--- config.mk ---
export PLATFORM = sky130hd
export DESIGN_NAME = junction_demand_detector
export DESIGN_NICKNAME = d
export VERILOG_FILES = /design/src/rtl/junction_pkg.sv /design/src/rtl/junction_debounce.sv /design/src/rtl/junction_demand_detector.sv
export SDC_FILE = /design/constraint.sdc
export NUM_CORES = 1
export LEC_CHECK = 0
export BUFFER_PORTS_ARGS = -buffer_cell sky130_fd_sc_hd__buf_2
export CORE_ASPECT_RATIO = 0.8
export CORE_MARGIN = 4
export CORE_UTILIZATION = 25
export DETAILED_ROUTE_END_ITERATION = 10
export GPL_ROUTABILITY_DRIVEN = 0
export MAX_ROUTING_LAYER = met4
export PLACE_DENSITY = 0.39
export SKIP_LAST_GASP = 1
export SYNTH_ARGS = -nofsm -noshare
export SYNTH_HDL_FRONTEND = slang
export SYNTH_SLANG_ARGS = --single-unit
--- constraint.sdc ---
create_clock -name clk1 -period 3.19 [get_ports clk1]
set_clock_uncertainty 0.05 [all_clocks]
set_input_delay 0.1595 -clock clk1 [delete_from_list [all_inputs] [get_ports clk1]]
set_output_delay 0.1595 -clock clk1 [all_outputs]
set_load 0.005 [all_outputs]
--- src/rtl/junction_pkg.sv ---
// Shared encodings and the round-robin pick helper for the junction request path
// and the traffic light controller.
package junction_pkg;

    typedef logic [1:0] dir_t;

    localparam int NUM_DIR              = 4;
    localparam int DEBOUNCE_CNT_DEFAULT = 4;

    localparam dir_t DIR_S = 2'd0;
    localparam dir_t DIR_W = 2'd1;
    localparam dir_t DIR_N = 2'd2;
    localparam dir_t DIR_E = 2'd3;

    typedef struct packed {
        logic valid;
        dir_t dir;
    } pick_t;

    // First requesting approach after 'last', wrapping; dir falls back to 'last' when none.
    function automatic pick_t rr_pick(input logic [NUM_DIR-1:0] req, input dir_t last);
        pick_t p;
        dir_t  d;
        p.valid = 1'b0;
        p.dir   = last;
        for (int i = 1; i <= NUM_DIR; i++) begin
            d = last + dir_t'(i);
            if (!p.valid && req[d]) begin
                p.valid = 1'b1;
                p.dir   = d;
            end
        end
        return p;
    endfunction

endpackage

--- src/rtl/junction_debounce.sv ---
// One demand channel: 2-flop synchroniser, tick-sampled debounce counter,
// stable level and a one-cycle pulse on its rising edge.
module junction_debounce
    import junction_pkg::*;
#(
    parameter int DEBOUNCE_CNT = DEBOUNCE_CNT_DEFAULT
) (
    input  logic clk1,
    input  logic reset_n,
    input  logic sample_tick,
    input  logic req_raw,
    output logic rise
);

    localparam logic [3:0] CNT_LAST = 4'(DEBOUNCE_CNT - 1);

    logic       sync_p0;
    logic       sync_p1;
    logic [3:0] cnt;
    logic       stable;
    logic       stable_d;

    always_ff @(posedge clk1 or negedge reset_n) begin
        if (!reset_n) begin
            sync_p0 <= 1'b0;
            sync_p1 <= 1'b0;
        end else begin
            sync_p0 <= req_raw;
            sync_p1 <= sync_p0;
        end
    end

    // A new level must disagree with the stable one on DEBOUNCE_CNT consecutive ticks.
    always_ff @(posedge clk1 or negedge reset_n) begin
        if (!reset_n) begin
            cnt    <= 4'd0;
            stable <= 1'b0;
        end else if (sample_tick) begin
            if (sync_p1 == stable) begin
                cnt <= 4'd0;
            end else if (cnt == CNT_LAST) begin
                stable <= ~stable;
                cnt    <= 4'd0;
            end else begin
                cnt <= cnt + 4'd1;
            end
        end
    end

    always_ff @(posedge clk1 or negedge reset_n) begin
        if (!reset_n) begin
            stable_d <= 1'b0;
        end else begin
            stable_d <= stable;
        end
    end

    assign rise = stable & ~stable_d;

endmodule

--- src/rtl/junction_demand_detector.sv ---
// Debounced per-approach demand latch with round-robin next-approach selection.
// Optional per-approach wait counters and wait_s port: define JUNCTION_WAIT_CNT_EN.
module junction_demand_detector
    import junction_pkg::*;
#(
    parameter int DEBOUNCE_CNT = DEBOUNCE_CNT_DEFAULT,
    parameter int WAIT_W       = 8
) (
    input  logic               clk1,
    input  logic               reset_n,
    input  logic               sample_tick,
    input  logic [NUM_DIR-1:0] req_raw,
    input  logic               serve_valid,
    input  dir_t               serve_dir,
    output logic [NUM_DIR-1:0] pending,
    output logic               next_valid,
    output dir_t               next_dir
`ifdef JUNCTION_WAIT_CNT_EN
    ,
    input  logic               sec_tick,
    output logic [WAIT_W-1:0]  wait_s
`endif
);

    if (DEBOUNCE_CNT < 1 || DEBOUNCE_CNT > 15 || WAIT_W < 1) begin : g_bad_param
        $error("junction_demand_detector: DEBOUNCE_CNT must be 1..15 and WAIT_W >= 1");
    end

    logic [NUM_DIR-1:0] rise;
    logic [NUM_DIR-1:0] clr;
    dir_t               last_served;
    pick_t              pick;

    for (genvar i = 0; i < NUM_DIR; i++) begin : g_ch
        junction_debounce #(
            .DEBOUNCE_CNT (DEBOUNCE_CNT)
        ) u_debounce (
            .clk1        (clk1),
            .reset_n     (reset_n),
            .sample_tick (sample_tick),
            .req_raw     (req_raw[i]),
            .rise        (rise[i])
        );
    end

    always_comb begin
        clr = '0;
        if (serve_valid) begin
            clr[serve_dir] = 1'b1;
        end
    end

    // A rise in the same cycle as a serve of that approach wins over the clear.
    always_ff @(posedge clk1 or negedge reset_n) begin
        if (!reset_n) begin
            pending     <= '0;
            last_served <= DIR_E;
        end else begin
            pending <= (pending & ~clr) | rise;
            if (serve_valid) begin
                last_served <= serve_dir;
            end
        end
    end

    assign pick = rr_pick(pending, last_served);

    always_ff @(posedge clk1 or negedge reset_n) begin
        if (!reset_n) begin
            next_valid <= 1'b0;
            next_dir   <= DIR_S;
        end else begin
            next_valid <= pick.valid;
            if (pick.valid) begin
                next_dir <= pick.dir;
            end
        end
    end

`ifdef JUNCTION_WAIT_CNT_EN
    logic [WAIT_W-1:0] wait_cnt [NUM_DIR];

    function automatic logic [WAIT_W-1:0] sat_inc(input logic [WAIT_W-1:0] v);
        return (&v) ? v : v + 1'b1;
    endfunction

    always_ff @(posedge clk1 or negedge reset_n) begin
        if (!reset_n) begin
            for (int i = 0; i < NUM_DIR; i++) begin
                wait_cnt[i] <= '0;
            end
        end else begin
            for (int i = 0; i < NUM_DIR; i++) begin
                if (clr[i]) begin
                    wait_cnt[i] <= '0;
                end else if (sec_tick && pending[i]) begin
                    wait_cnt[i] <= sat_inc(wait_cnt[i]);
                end
            end
        end
    end

    // Registered alongside next_dir so both describe the same approach.
    always_ff @(posedge clk1 or negedge reset_n) begin
        if (!reset_n) begin
            wait_s <= '0;
        end else begin
            wait_s <= pick.valid ? wait_cnt[pick.dir] : '0;
        end
    end
`endif

endmodule

==> flow_metrics.tcl <==
set metrics [dict create \
    syn_avg_cell_area_um2 11.5 \
    tightest_slew_ns 0.924 \
    fin_ws_ns 1.71 \
    swShare_pct 31.6 \
    vdd_drop_max_v 0.000248 \
    synthCells 154 \
    ys_warn_count 0 \
    post-route-util_pct 30.7 \
    ys.flop_type "dfrtp_1" \
    clock_latency_ns 0.29 \
    p_int_w 0.00112 \
    die_w_um 102 \
    track_usage_pct 8.90 \
    synth_most_common_cell "dfrtp_1" \
    min_period_over_period_pct 46.4 \
    synth.top_cells.by_area "dfrtp_1 55%, o2bb2ai_1 4.5%, o21ai_0 4.0%" \
    comb_power_share_pct 25.1 \
    p_sw_w 0.000516 \
    cap_viol_max_count 0 \
    async_flop_share_pct 100 \
    cts.sinks 41 \
    synth_cell_types 38 \
    synth_nets 168 \
    n_antenna_cell 0 \
    timing.final.setup_violations 0 \
    rsz0062_at_grt "false" \
    grt_max_degree 42 \
    drtIter0Drc 39 \
    r2r-end "g_ch[0].u_debounce.stable$_DFFE_PN0P_" \
    ant_nets 0 \
    start_util_pct 25.7 \
    power_density_nw_per_um2 774 \
    overflow 0 \
    dp_slack_ns 1.77 \
    hp-class "input pin to register" \
    synth_common_cells "39 x dfrtp_1, 14 x o21ai_0, 11 x inv_1" \
    status "finished, final reports clean" \
    crit_required_ns 3.32 \
    grt_pass1_wl_um 5860 \
    numCtsBuffers 5 \
    root_buffer "clkbuf_8" \
    hp-start "serve_valid" \
    syn_area_um2 1770 \
    timing.setup.tns_ns 0 \
    synth_top_area_share_pct 55.2 \
    tritoncts "done" \
    leakagePower_nw 0.926 \
    fp.dieArea_um2 8490 \
    cp-end-kind "register" \
    ys_seq_elements 41 \
    num_vias 1218 \
    core_um2 6890 \
    grt_antenna_before_repair 0 \
    cp-start-kind "register" \
    synth_edf_count 0 \
    synth_top_cell_by_area "dfrtp_1" \
    p_clk_share_pct 26.7 \
    max_slew_margin_pct 38.4 \
    clk_pin_slew_worst_paths_ns 0.08 \
    area_delta_synth_final_pct 19.5 \
    cts_setup_buffers 0 \
    rows 27 \
    grt_pass1_vias 1218 \
    hold_end "last_served[0]$_DFFE_PN1P_" \
    port_buffers 16 \
    remaining_drc_errors 0 \
    final_layout_size_suffix_gt1_share_pct 18.9 \
    dr.pass1.iters 4 \
    pin_count 17 \
    r2r_slack_ns 1.71 \
    period_needed_ns 1.48 \
    layout.nets 193 \
    hold_viol 0 \
    p_seq_share_pct 48.2 \
    fp.dieH_um 83.2 \
    seq_area_frac_synth_pct 58.2 \
    wirelength_um 3360 \
    crit_fanout 4 \
    fmax_mhz 675 \
    worstRegToRegCells 4 \
    viasPerCell 4.56 \
    clockBufferDepth 2 \
    wl_per_cell_um 12.6 \
    min_path_cells 2 \
    r2r_start "g_ch[0].u_debounce.cnt[0]$_DFFE_PN0P_" \
    critPathKind "register to register" \
    finalMaxSlewViolations 0 \
    htreeDepth 2 \
    dp_hpwl_um 2300 \
    crit_arrival_ns 1.62 \
]
-- power by group through the flow --
stage | sequential [W] | clock (W) | combinational [W]
CTS | 0.000787 | 0.000455 | 0.000415
floorplan | 0.000773 | 0 | 0.000292
global route | 0.000813 | 0.000481 | 0.000472
detailed placement | 0.000797 | 0 | 0.000406
finish | 0.000788 | 0.000437 | 0.000410
global placement | 0.000794 | 0 | 0.000409
-- routing by layer --
metal	part of all wire [%]	vias to the layer above	GRT usage, %
met1	49	590	12.2
met5	0	-	-
li1	-	603	-
met2	44	20	12.0
met3	6.2	5	3.27
met4	1.2	0	3.22
-- cell type report --
cell class                 count  area, µm²
clock buffer                   6       82.6
clock inverter                 2       37.5
fill                         726       4780
inverter                      11       41.3
multi-input combinational     99        684
sequential                    41       1030
tap                           87        109
timing repair buffer          21        130
-- worst max-delay path by stage --
stage	slack (ns)	cells after the start	to	startpoint
after floorplan	1.90	4	g_ch[2].u_debounce.stable$_DFFE_PN0P_	g_ch[2].u_debounce.cnt[0]$_DFFE_PN0P_
after global routing	1.54	4	g_ch[1].u_debounce.stable$_DFFE_PN0P_	g_ch[1].u_debounce.cnt[0]$_DFFE_PN0P_
after detailed placement	1.77	4	g_ch[0].u_debounce.stable$_DFFE_PN0P_	g_ch[0].u_debounce.cnt[0]$_DFFE_PN0P_
after CTS	1.74	4	g_ch[1].u_debounce.stable$_DFFE_PN0P_	g_ch[1].u_debounce.cnt[0]$_DFFE_PN0P_
final	1.71	4	g_ch[0].u_debounce.stable$_DFFE_PN0P_	g_ch[0].u_debounce.cnt[0]$_DFFE_PN0P_
after global placement	1.79	4	g_ch[1].u_debounce.stable$_DFFE_PN0P_	g_ch[1].u_debounce.cnt[0]$_DFFE_PN0P_
-- kinds of logic after synthesis --
group | Yosys count | share of synthesized area (%)
AO/OA/AOI/OAI | 47 | 18.9
flip-flops | 41 | 58.2
AND/OR/NAND/NOR | 40 | 12.5
adder cells (fa/ha/maj) | 4 | 2.83
buffers and inverters | 14 | 3.11
multiplexers | 1 | 0.637
XOR/XNOR | 7 | 3.89
-- metrics by stage --
| step | cell area (µm²) | std cells | total power [W] | hold WS (ns) |
|---|---|---|---|---|
| floorplan | 1770 | 154 | 0.00106 | -0.186 |
| global placement | 1940 | 254 | 0.00120 | 0.217 |
| detailed placement | 1940 | 254 | 0.00120 | 0.219 |
| CTS | 2110 | 267 | 0.00166 | 0.0268 |
| global route | 2110 | 267 | 0.00177 | 0.0524 |
| finish | 2110 | 267 | 0.00163 | 0.0444 |
-- timing repair --
action	4_1_cts	5_1_grt
resized for setup	0	0
hold buffers	5	0
setup endpoints to repair	0	0
endpoints found under the hold margin	35	0
-- cells in the final DEF (no fill, tap or decap), types with 2 or more instances in the layout --
cell type,n
nand3b_1,3
o2bb2ai_1,9
clkbuf_8,6
o21ai_0,14
nand2_1,9
xor2_1,3
a31o_2,4
a21oi_1,6
a32o_1,2
nand2b_1,3
o22ai_1,2
a22o_1,2
nor2b_1,2
nand3_1,3
nor3b_1,4
xnor2_1,3
inv_1,11
ha_1,4
dfstp_2,2
dlygate4sd3_1,5
and3_1,3
nor2_1,8
buf_2,16
dfrtp_1,39
-- state kept, by name, summed over array words and instances, names as in the netlist --
name                      flops
g_ch.u_debounce.cnt          16
g_ch.u_debounce.stable        4
g_ch.u_debounce.stable_d      4
g_ch.u_debounce.sync_p0       4
g_ch.u_debounce.sync_p1       4
last_served                   2
next_dir                      2
next_valid                    1
pending                       4
-- worst max-delay path: stages, from the launching register on --
cell and delay (ns):
dfrtp_1 0.39, ha_1 0.20, nor3b_1 0.39, a21oi_1 0.12, a31o_2 0.22
No activity file was read; power rests on OpenSTA's default activity.
